==> config.mk <==
export PLATFORM = sky130hd
export DESIGN_NAME = key_conditioner
export DESIGN_NICKNAME = d
export VERILOG_FILES = /design/src/rtl/key_cond_pkg.sv /design/src/rtl/key_debounce.sv /design/src/rtl/key_conditioner.sv
export SDC_FILE = /design/constraint.sdc
export NUM_CORES = 1
export LEC_CHECK = 0
export CAP_MARGIN = 20
export CORE_AREA = 2 2 93 95
export CTS_CLUSTER_DIAMETER = 150
export DETAILED_ROUTE_END_ITERATION = 6
export DIE_AREA = 0 0 95 97
export PLACE_DENSITY = 0.75
export SLEW_MARGIN = 10
export SYNTH_ARGS = -nofsm -noshare
export SYNTH_HDL_FRONTEND = slang
export SYNTH_SLANG_ARGS = --single-unit
==> constraint.sdc <==
create_clock -name Clk -period 3.3 [get_ports Clk]
set_input_delay 0.825 -clock Clk [delete_from_list [all_inputs] [get_ports Clk]]
set_output_delay 0.825 -clock Clk [all_outputs]
set_load 0.02 [all_outputs]
==> src/rtl/key_cond_pkg.sv <==
// +--------------------------------------------------------------------------+
// | key_cond_pkg : shared types and constants for the key conditioner       |
// | Revision 1.0                                                            |
// +--------------------------------------------------------------------------+
`default_nettype none

package key_cond_pkg;

  typedef enum logic [1:0] {
    RELEASED     = 2'd0,
    PRESS_WAIT   = 2'd1,
    PRESSED      = 2'd2,
    RELEASE_WAIT = 2'd3
  } db_state_t;

  localparam int DB_SHORT_CYCLES = 4;
  localparam int DB_CNT_W        = 20;

endpackage

`default_nettype wire

==> src/rtl/key_debounce.sv <==
// +--------------------------------------------------------------------------+
// | key_debounce : sync + debounce FSM + press strobe for one active-low key|
// | Revision 1.0                                                            |
// +--------------------------------------------------------------------------+
`default_nettype none

module key_debounce
  import key_cond_pkg::*;
#(
  parameter int DB_COUNT = 4
) (
  input  logic clk,
  input  logic rst,
  input  logic key_n_raw,
  output logic level,
  output logic pulse
);

  localparam logic [DB_CNT_W-1:0] LAST_CNT = DB_CNT_W'(DB_COUNT - 1);

  logic                sync1;
  logic                sync2;
  db_state_t           state;
  db_state_t           state_nxt;
  logic [DB_CNT_W-1:0] cnt;
  logic [DB_CNT_W-1:0] cnt_nxt;
  logic [DB_CNT_W-1:0] cnt_inc;
  logic                level_nxt;
  logic                pulse_nxt;

  always_ff @(posedge clk or posedge rst) begin
    if (rst) begin
      sync1 <= 1'b1;
      sync2 <= 1'b1;
    end else begin
      sync1 <= key_n_raw;
      sync2 <= sync1;
    end
  end

  // Saturating increment so a pathological count can never wrap back to zero.
  assign cnt_inc = (cnt == {DB_CNT_W{1'b1}}) ? cnt : cnt + DB_CNT_W'(1);

  always_comb begin
    state_nxt = state;
    cnt_nxt   = cnt;
    case (state)
      RELEASED: begin
        if (!sync2) begin
          state_nxt = PRESS_WAIT;
          cnt_nxt   = '0;
        end
      end
      PRESS_WAIT: begin
        if (sync2) begin
          state_nxt = RELEASED;
          cnt_nxt   = '0;
        end else begin
          cnt_nxt = cnt_inc;
          if (cnt_inc >= LAST_CNT) begin
            state_nxt = PRESSED;
          end
        end
      end
      PRESSED: begin
        if (sync2) begin
          state_nxt = RELEASE_WAIT;
          cnt_nxt   = '0;
        end
      end
      RELEASE_WAIT: begin
        if (!sync2) begin
          state_nxt = PRESSED;
          cnt_nxt   = '0;
        end else begin
          cnt_nxt = cnt_inc;
          if (cnt_inc >= LAST_CNT) begin
            state_nxt = RELEASED;
          end
        end
      end
      default: begin
        state_nxt = RELEASED;
        cnt_nxt   = '0;
      end
    endcase
    // Outputs are decoded from the next state so they register on the same edge.
    level_nxt = (state_nxt == RELEASED) || (state_nxt == PRESS_WAIT);
    pulse_nxt = (state == PRESS_WAIT) && (state_nxt == PRESSED);
  end

  always_ff @(posedge clk or posedge rst) begin
    if (rst) begin
      state <= RELEASED;
      cnt   <= '0;
      level <= 1'b1;
      pulse <= 1'b0;
    end else begin
      state <= state_nxt;
      cnt   <= cnt_nxt;
      level <= level_nxt;
      pulse <= pulse_nxt;
    end
  end

endmodule

`default_nettype wire

==> src/rtl/key_conditioner.sv <==
// +--------------------------------------------------------------------------+
// | key_conditioner : debounced Run/Continue keys and synchronized switches |
// | Option: DEBOUNCE_SHORT_EN forces a short debounce count for simulation  |
// | Revision 1.0                                                            |
// +--------------------------------------------------------------------------+
`default_nettype none

module key_conditioner
  import key_cond_pkg::*;
#(
  parameter int DB_CYCLES = 500000
) (
  input  logic        Clk,
  input  logic        Reset,
  input  logic        Run_n_raw,
  input  logic        Continue_n_raw,
  input  logic [15:0] S_raw,
  output logic        Run,
  output logic        Continue,
  output logic        Run_pulse,
  output logic        Continue_pulse,
  output logic [15:0] S
);

`ifdef DEBOUNCE_SHORT_EN
  localparam int EFF_DB_COUNT = DB_SHORT_CYCLES;
`else
  localparam int EFF_DB_COUNT = DB_CYCLES;
`endif

  logic [15:0] s_meta;

  key_debounce #(
    .DB_COUNT (EFF_DB_COUNT)
  ) u_run_db (
    .clk       (Clk),
    .rst       (Reset),
    .key_n_raw (Run_n_raw),
    .level     (Run),
    .pulse     (Run_pulse)
  );

  key_debounce #(
    .DB_COUNT (EFF_DB_COUNT)
  ) u_cont_db (
    .clk       (Clk),
    .rst       (Reset),
    .key_n_raw (Continue_n_raw),
    .level     (Continue),
    .pulse     (Continue_pulse)
  );

  // Switches are static in use, so a plain per-bit synchronizer suffices.
  always_ff @(posedge Clk or posedge Reset) begin
    if (Reset) begin
      s_meta <= 16'h0000;
      S      <= 16'h0000;
    end else begin
      s_meta <= S_raw;
      S      <= s_meta;
    end
  end

endmodule

`default_nettype wire

Word-level counts from Yosys, hierarchy flattened
Cells that the tools add are included.

storage, ports and cells
  output and inout port bits = 20
  register bits after elaboration = 84
  word-level logic and storage cells = 70

operators by class
  reduce and logical (&&, ||, !) cells = 10
  add/subtract/negate cells = 2
  multiplexer cells = 26
  magnitude comparators = 2
  equality and inequality tests = 16

operator list
  operator                                               number
  2-to-1 mux 20 bit                                      10
  one-hot mux 20 bit (4 select lines)                    2
  adder 20 x 1 -> 20 bit, second input constant          2
  equality test 20 bit, second input constant            2
  >= comparator 20 x 19 -> 1 bit, second input constant  2
  2-to-1 mux 2 bit                                       12
  one-hot mux 2 bit (4 select lines)                     2
  equality test 2 bit, second input constant             6
  equality test 2 x 1 -> 1 bit, second input constant    4
  logical NOT 2 bit                                      4
  != test 2 x 1 -> 1 bit, second input constant          2
  != test 2 bit, second input constant                   2
  AND reduction 2 bit                                    2
  logical AND 1 bit                                      2
  logical OR 1 bit                                       2

Longest topological paths before layout
Gate-level depths: netlist of the first run.

  depth after elaboration = 8
  mapped depth = 10

By module
From an unflattened synthesis of the first run, not the netlist that was laid out.

second synthesis, totals
  cell total of the unflattened synthesis = 429
  area total of the unflattened synthesis = 4,190.3 µm²

by module, submodules not included
  module           cells an instance  area an instance (µm²)  times used
  key_debounce     198                1,692.9                 2
  key_conditioner  33                 804.5                   1

Worst setup path after synthesis of the first run
Ideal clock, no wire load.

  kind = flip-flop to flip-flop
  from = register u_cont_db.cnt[0]
  to = register u_cont_db.state[0]
  buffers on the path = 2
  path slack = 0.793 ns
  clock period less this slack = 2.507 ns
  arrival = 2.389 ns
  cell stages (with the launch flop) = 11
  cell sequence = dfrtp_1 ha_1 nand3_2 or2_1 buf_6 or4_1 buf_2 a311o_1 nand3_2 a31oi_2 o21a_1

between the ends
  word-level cells in the longest chain between the ends = 6
  elaborated cells between the ends (all ways) = 9
  classes of those cells = add/sub (1); order compare (1); eq/ne (1); mux (6)

ends and longest elaborated chain
  what                                                            line                                    text
  from (decl)                                                     key_debounce.sv:25                      logic [DB_CNT_W-1:0] cnt;
  from (signal assigned)                                          key_debounce.sv:100                     cnt <= cnt_nxt;
  adder 20 x 1 -> 20 bit or equality test 20 bit (tied branches)  key_debounce.sv:42                      assign cnt_inc = (cnt == {DB_CNT_W{1'b1}}) ? cnt : cnt + DB_CNT_W'(1);
  2-to-1 mux 20 bit *                                             key_debounce.sv:42
  >= comparator 20 x 19 -> 1 bit *                                key_debounce.sv:60, key_debounce.sv:77
  2-to-1 mux 2 bit, on equally long branches                      key_debounce.sv:77, key_debounce.sv:60
  2-to-1 mux 2 bit, on equally long branches                      key_debounce.sv:72, key_debounce.sv:55
  one-hot mux 2 bit (4 select lines) *                            key_debounce.sv:47                      case (state)
  named net u_cont_db.state_nxt[0]                                key_debounce.sv:24                      db_state_t state_nxt;
  to (signal assigned)                                            key_debounce.sv:99                      state <= state_nxt;
  to (decl)                                                       key_debounce.sv:23                      db_state_t state;

The timed path passes the listed nets; every way through them passes the cells marked *.
A chain may end at the register's enable or synchronous reset.

Worst setup path after layout of the first run
  from = register u_run_db.cnt[0]
  to = register u_run_db.state[1]

between the ends
  word-level cells in the longest chain between the ends = 6
  elaborated cells between the ends (all ways) = 9
  classes of those cells = add/sub (1); order compare (1); eq/ne (1); mux (6)

ends and longest elaborated chain
  what                                                            line
  from (decl)                                                     key_debounce.sv:25
  from (signal assigned)                                          key_debounce.sv:100
  adder 20 x 1 -> 20 bit or equality test 20 bit (tied branches)  key_debounce.sv:42
  2-to-1 mux 20 bit *                                             key_debounce.sv:42
  >= comparator 20 x 19 -> 1 bit *                                key_debounce.sv:60, key_debounce.sv:77
  2-to-1 mux 2 bit, on equally long branches                      key_debounce.sv:77, key_debounce.sv:60
  2-to-1 mux 2 bit, on equally long branches                      key_debounce.sv:72, key_debounce.sv:55
  one-hot mux 2 bit (4 select lines) *                            key_debounce.sv:47
  named net u_run_db.state_nxt[1]                                 key_debounce.sv:24
  to (signal assigned)                                            key_debounce.sv:99
  to (decl)                                                       key_debounce.sv:23

Marked as above.

==> impl_metrics.tcl, run 1 <==
set metrics [dict create \
    hold_viol 0 \
    holdCritPathClass "register to register" \
    gp_congestion 1.01 \
    grtUsageTotal_pct 21.1 \
    ys.flop_type "dfrtp_1" \
    synth_cell_types 72 \
    arrival_ns 3.16 \
    routedWlPerCell_um 16.1 \
    setup_viol 0 \
    die_x_um 95 \
    nets 479 \
    syn_to_final_growth_pct 15.5 \
    vias_per_cell 6.17 \
    antenna_found_initial 0 \
    overflow 0 \
    async_reset_ff_share_pct 100 \
    grt_max_degree 69 \
    syn-num-nets 449 \
    crit_path_start_kind "register" \
    drc 0 \
    r2r_slack_ns 0.39 \
    p_per_area_mw_per_mm2 406 \
    dieArea_sq_mm 0.00922 \
    yosysWarnings 0 \
    worstSetupPathType "register to register" \
    rows 33 \
    synth_seq_area_share_pct 49.8 \
    design_area_sq_mm 0.00489 \
    leakagePower_nw 1.94 \
    cts_tree "done" \
    synth_largest_area_cell "dfrtp_1" \
    dr.first_iter.drc_count 336 \
    clk_pin_slew_ns 0.09 \
    whs_path_depth 0 \
    r2r_cells 8 \
    crit_required_ns 3.54 \
    synth_edf_count 0 \
    grt_pass1_wl_mm 15.4 \
    design.core.area_sq_mm 0.00813 \
    cts-root-buf "clkbuf_8" \
    tightest_slew_ns 0.836 \
    rsz0062_at_grt "false" \
    layout_min_cycle_time_ns 2.91 \
    syn_inst 427 \
    drtPass1Iterations 5 \
    vias 3497 \
    path_max_fanout 8 \
    synth.area.top_cells "dfrtp_1, o21ai_0, nand2_1, dfstp_2, a21oi_1" \
    cts_buffers 9 \
    synth.top_cell.area_share_pct 46.1 \
    outcome "completed" \
    wirelength_mm 9.14 \
    fillers 667 \
    cts_sinks 84 \
    clock_skew_ns 0.00856 \
    syn_area_per_cell_sq_um 9.91 \
    maxCapViolations 0 \
    timing.final.crit_share_pct 88.3 \
    post_cts_buffers 0 \
    clock_latency_ns 0.35 \
    synthesis.area_sq_mm 0.00423 \
    clockBufferDepth 2 \
    postCtsHoldBufs 0 \
    postPlaceCellArea_sq_mm 0.00468 \
    ir_drop_v 0.000333 \
    postCtsResizedCells 0 \
    tns_ns 0 \
    cts_htree_levels 3 \
    ant_nets 0 \
    report.final.slew_viol_count 0 \
    maxSlewHeadroom_pct 44.1 \
    ys_ff_latch 84 \
    diodes 0 \
    die_y_um 97 \
    hpwl_mm 6.24 \
    synth.most_common_cell "dfrtp_1" \
    synth_commonest_cells "dfrtp_1, nand2_1, o21ai_0" \
    final_layout_size_suffix_gt1_share_pct 11.0 \
    fmax_mhz 343 \
    floorplan.initialDensity_pct 52.0 \
    end_kind "register" \
    grt_pass1_vias 3200 \
    io_buffer_count 39 \
    io-pin-count 40 \
]
## where the power goes
group / switching [mW] / internal, mW
logic: 0.0757 / 0.0562
registers: 0.0141 / 1.06
clock network: 0.397 / 0.385
total: 0.487 / 1.50
## cells in the final DEF (no fill, tap or decap), types with 3 or more instances in the layout
cell / Yosys / routed
a211oi_1: 3 / 3
a21oi_1: 31 / 31
a22o_1: 3 / 3
a311oi_1: 3 / 3
a31oi_1: 12 / 12
a41oi_1: 3 / 3
and2_1: 6 / 6
and3_1: 6 / 6
and4_1: 5 / 5
clkbuf_8: 0 / 10
clkdlybuf4s50_1: 0 / 39
dfrtp_1: 78 / 78
dfstp_2: 6 / 6
inv_1: 9 / 8
inv_6: 0 / 3
nand2_1: 43 / 43
nand2b_1: 5 / 5
nand3_1: 10 / 10
nand4_1: 12 / 12
nor2_1: 22 / 22
nor3_1: 10 / 10
nor4_1: 4 / 4
o21ai_0: 43 / 43
o221ai_1: 4 / 4
o22ai_1: 3 / 3
o31ai_1: 10 / 10
or3_1: 4 / 4
xnor2_1: 11 / 11
xor2_1: 5 / 5
## metrics by stage
| step | std cells | hold WS [ns] | util (%) | power (mW) | worst slack [ns] |
|---|---|---|---|---|---|
| final | 567 | 0.347 | 60.1 | 1.99 | 0.386 |
| after floorplan | 427 | 0.331 | - | 1.16 | 0.320 |
| after global placement | 551 | 0.332 | 57.5 | 1.22 | 0.641 |
| after global routing | 567 | 0.350 | 60.1 | 2.08 | 0.161 |
| after CTS | 567 | 0.354 | 60.1 | 2.02 | 0.501 |
| after detailed placement | 551 | 0.335 | 57.5 | 1.23 | 0.538 |
## logic make-up (layout without fill, tap and decap cells)
| group | count (synthesis) | after routing | share of synthesized area (%) |
|---|---|---|---|
| flip-flops | 84 | 84 | 49.8 |
| multiplexers | 5 | 5 | 1.36 |
| adder cells (fa/ha/maj) | 2 | 2 | 0.591 |
| AND/OR/NAND/NOR | 149 | 149 | 19.7 |
| XOR/XNOR | 16 | 16 | 3.31 |
| buffers and inverters | 32 | 67 | 3.49 |
| AO/OA/AOI/OAI | 139 | 139 | 21.7 |
## metal layers
layer | wire length, um | share of wire [%] | track usage (%) | vias up
met2 | 4570 | 50 | 32.9 | 131
met1 | 3900 | 43 | 28.5 | 1692
met3 | 507 | 5.5 | 3.97 | 15
met4 | 157 | 1.7 | 9.59 | 0
li1 | - | - | - | 1659
met5 | 0 | 0 | 0 | -
## path summary, 6_finish.rpt
check	startpoint	end
max in group asynchronous	Reset	u_run_db.sync1
setup reg to reg	u_run_db.cnt[0]	u_run_db.state[1]
setup / recovery	u_run_db.cnt[0]	u_run_db.state[1]
hold / removal	s_meta[2]	S[2]
min in group asynchronous	Reset	s_meta[5]
hold reg to reg	s_meta[2]	S[2]
## layout make-up
| type | count | area [sq um] | share of cell area (%) |
|---|---|---|---|
| clock buffer | 10 | 138 | 2.81 |
| clock inverter | 6 | 76.3 | 1.56 |
| inverter | 9 | 35.0 | 0.716 |
| multi-input combinational | 311 | 1980 | 40.4 |
| sequential | 84 | 2110 | 43.1 |
| tap | 105 | 131 | 2.69 |
| timing repair buffer | 42 | 425 | 8.70 |
## flip-flops by register name, summed over array words and instances (netlist names), 2 cells and up
register	flops
S	16
s_meta	16
u_cont_db.cnt	20
u_cont_db.state	2
u_run_db.cnt	20
u_run_db.state	2
## critical path, cell delays in order, from the launching register on
cell and delay [ns]:
dfrtp_1 0.46, ha_1 0.29, nand3_1 0.28, nor4_4 0.49, a211oi_1 0.25, nor4_1 0.24
a31oi_1 0.11, o31ai_4 0.36, mux2_4 0.33
Note: power is estimated with default switching activity, not from simulation.
==> inputs of run 2 (changes only) <==
--- a/config.mk
+++ b/config.mk
@@ -6,12 +6,13 @@
 export NUM_CORES = 1
 export LEC_CHECK = 0
 export CAP_MARGIN = 20
-export CORE_AREA = 2 2 93 95
+export CORE_AREA = 2 2 92 94
 export CTS_CLUSTER_DIAMETER = 150
 export DETAILED_ROUTE_END_ITERATION = 6
-export DIE_AREA = 0 0 95 97
-export PLACE_DENSITY = 0.75
+export DIE_AREA = 0 0 94 96
+export PLACE_DENSITY = 0.76
 export SLEW_MARGIN = 10
 export SYNTH_ARGS = -nofsm -noshare
 export SYNTH_HDL_FRONTEND = slang
+export SYNTH_HIERARCHICAL = 1
 export SYNTH_SLANG_ARGS = --single-unit
==> impl_metrics.tcl, run 2 <==
set metrics [dict create \
    outcome "completed" \
    final_common_cell "dfrtp_1" \
    holdCritPathClass "register to register" \
    overflow 0 \
    drc 0 \
    rsz0062_at_grt "false" \
    synth_top_family_by_area "compound AO/OA/AOI/OAI gates" \
    async_reset_ff_share_pct 100 \
    timing.final.crit_share_pct 92.3 \
    synthAdderAreaFrac_pct 0.597 \
    die_x_um 94 \
    hold_viol 0 \
    ys.flop_type "dfrtp_1" \
    p_per_area_mw_per_mm2 400 \
    antenna_found_initial 0 \
    p_seq_share_pct 55.8 \
    crit_path_start_kind "register" \
    cts_htree_levels 3 \
    synth_commonest_cells "dfrtp_1, nand2_1, o21ai_0" \
    pwr-share-clk_pct 37.3 \
    routedWlPerCell_um 15.5 \
    fillers 680 \
    p_int_mw 1.41 \
    io_buffer_count 39 \
    syn_to_final_growth_pct 14.8 \
    setup_viol 0 \
    cts_sinks 84 \
    cts_buffers 9 \
    end_kind "register" \
    synth_edf_count 0 \
    crit_required_ns 3.55 \
    syn_area_per_cell_sq_um 9.77 \
    syn-num-nets 451 \
    grtUsageTotal_pct 21.0 \
    clock_latency_ns 0.36 \
    leakagePower_nw 1.88 \
    dr.first_iter.drc_count 325 \
    layout_min_cycle_time_ns 3.05 \
    die_y_um 96 \
    path_max_fanout 8 \
    maxSlewHeadroom_pct 44.2 \
    wirelength_mm 8.72 \
    seqCellArea_sq_mm 0.00211 \
    combPwrFrac_pct 6.9 \
    grt_pass1_vias 3105 \
    fmax_mhz 328 \
    clockBufferDepth 2 \
    final_layout_size_suffix_gt1_share_pct 10.1 \
    synthSimpleGateAreaFrac_pct 18.8 \
    ys_ff_latch 84 \
    grt_max_degree 27 \
    yosysWarnings 6 \
    nets 474 \
    crit_path_start "u_cont_db/cnt[0]" \
    synth_seq_area_share_pct 50.3 \
    synthesis.area_sq_mm 0.00419 \
    hpwl_mm 6.19 \
    grt_pass1_wl_mm 14.8 \
    post_cts_buffers 0 \
    clk_pin_slew_ns 0.10 \
    maxCapViolations 0 \
    cts_tree "done" \
    switching_power_mw 0.509 \
    dieArea_sq_mm 0.00902 \
    report.final.slew_viol_count 0 \
    cts-root-buf "clkbuf_8" \
    vias_per_cell 5.96 \
    syn_inst 429 \
    gp_congestion 0.898 \
    layout_common_cells "dfrtp_1, nand2_1, clkdlybuf4s50_1" \
    ant_nets 0 \
    clock_skew_ns 0.0137 \
    synth.top_cell.area_share_pct 46.6 \
    finalPower_mw 1.92 \
    design.core.area_sq_mm 0.00805 \
    switching_share_pct 26.5 \
    diodes 0 \
    worstSetupPathType "register to register" \
    largestRegisters "u_cont_db/cnt (20), u_run_db/cnt (20)" \
    rows 33 \
    synth-compound-area-share_pct 19.5 \
    ir_drop_v 0.000359 \
    multiInputGateArea_sq_mm 0.00188 \
    drtPass1Iterations 5 \
    hp-start "s_meta[15]" \
    synth.area.top_cells "dfrtp_1, o21ai_0, dfstp_2, nand2_1, nand4_1" \
    tns_ns 0 \
    floorplan.initialDensity_pct 52.0 \
    synth.most_common_cell "dfrtp_1" \
    io-pin-count 40 \
    synthXorXnorAreaFrac_pct 3.76 \
    reg2reg_from "u_cont_db/cnt[0]" \
    tightest_slew_ns 0.830 \
    arrival_ns 3.30 \
    vias 3348 \
    synth_cell_types 48 \
    synth_largest_area_cell "dfrtp_1" \
    synth_mux_area_share_pct 2.09 \
]
-- run 2: what timing repair did --
action | CTS | global route
hold buffers | 0 | 0
hold endpoints to repair | 0 | 0
setup endpoints to repair | 0 | 1
gates resized for setup | 0 | 1
-- run 2: cell families after synthesis --
group	Yosys count
adders and majority gates	2
xor gates and xnor gates	18
AOI/OAI and AO/OA	120
DFF	84
and+or+nand+nor	150
muxes	8
buffers and inverters	47
-- run 2: final cells by class --
cell class / instances / share of cell area, %
clock buffer: 9 / 2.58
clock inverter: 7 / 1.59
tap: 105 / 2.73
multi-input combinational: 298 / 39.0
inverter: 13 / 1.01
timing repair buffer: 46 / 9.21
sequential: 84 / 43.9
-- run 2: metal layers --
metal | global-route usage, % | up-vias | routed length [um]
met5 | 0 | - | 0
met4 | 5.80 | 0 | 161
met3 | 6.81 | 22 | 805
met2 | 31.0 | 140 | 3800
met1 | 30.1 | 1575 | 3950
li1 | - | 1611 | -
-- run 2: path summary, 6_finish.rpt --
check,end,slack [ns],depth (start not counted)
setup / recovery,u_cont_db/state[1],0.25,8
hold / removal,S[15],0.34,0
setup reg to reg,u_cont_db/state[1],0.25,8
hold reg to reg,S[15],0.34,0
max in group asynchronous,u_run_db/level,1.77,3
min in group asynchronous,u_run_db/cnt[18],0.88,2
-- run 2: power groups by stage --
stage	sequential, mW	combinational (mW)	clock (mW)
after floorplan	1.10	0.0575	0
after global placement	1.09	0.131	0
after detailed placement	1.09	0.133	0
after CTS	1.07	0.134	0.736
after global routing	1.08	0.148	0.791
final	1.07	0.132	0.717
-- run 2: critical path, stage by stage (launching register included) --
cell and delay [ns]:
dfrtp_1 0.42, ha_1 0.30, nand4_1 0.22, nor3_1 0.73
nand2_1 0.22, xor2_1 0.21, a31oi_1 0.15, a32oi_4 0.32
mux2_1 0.35
-- run 2: through the flow --
step           hold slack, ns  cell area, sq um  instances  setup WS [ns]  util [%]
2_1_floorplan           0.331              4190        429          0.620         -
3_3_place_gp            0.333              4600        546          0.412      57.2
3_5_place_dp            0.335              4600        546          0.332      57.2
4_1_cts                 0.341              4800        562          0.312      59.7
5_1_grt                 0.340              4810        562         0.0529      59.7
6_report                0.341              4810        562          0.253      59.7
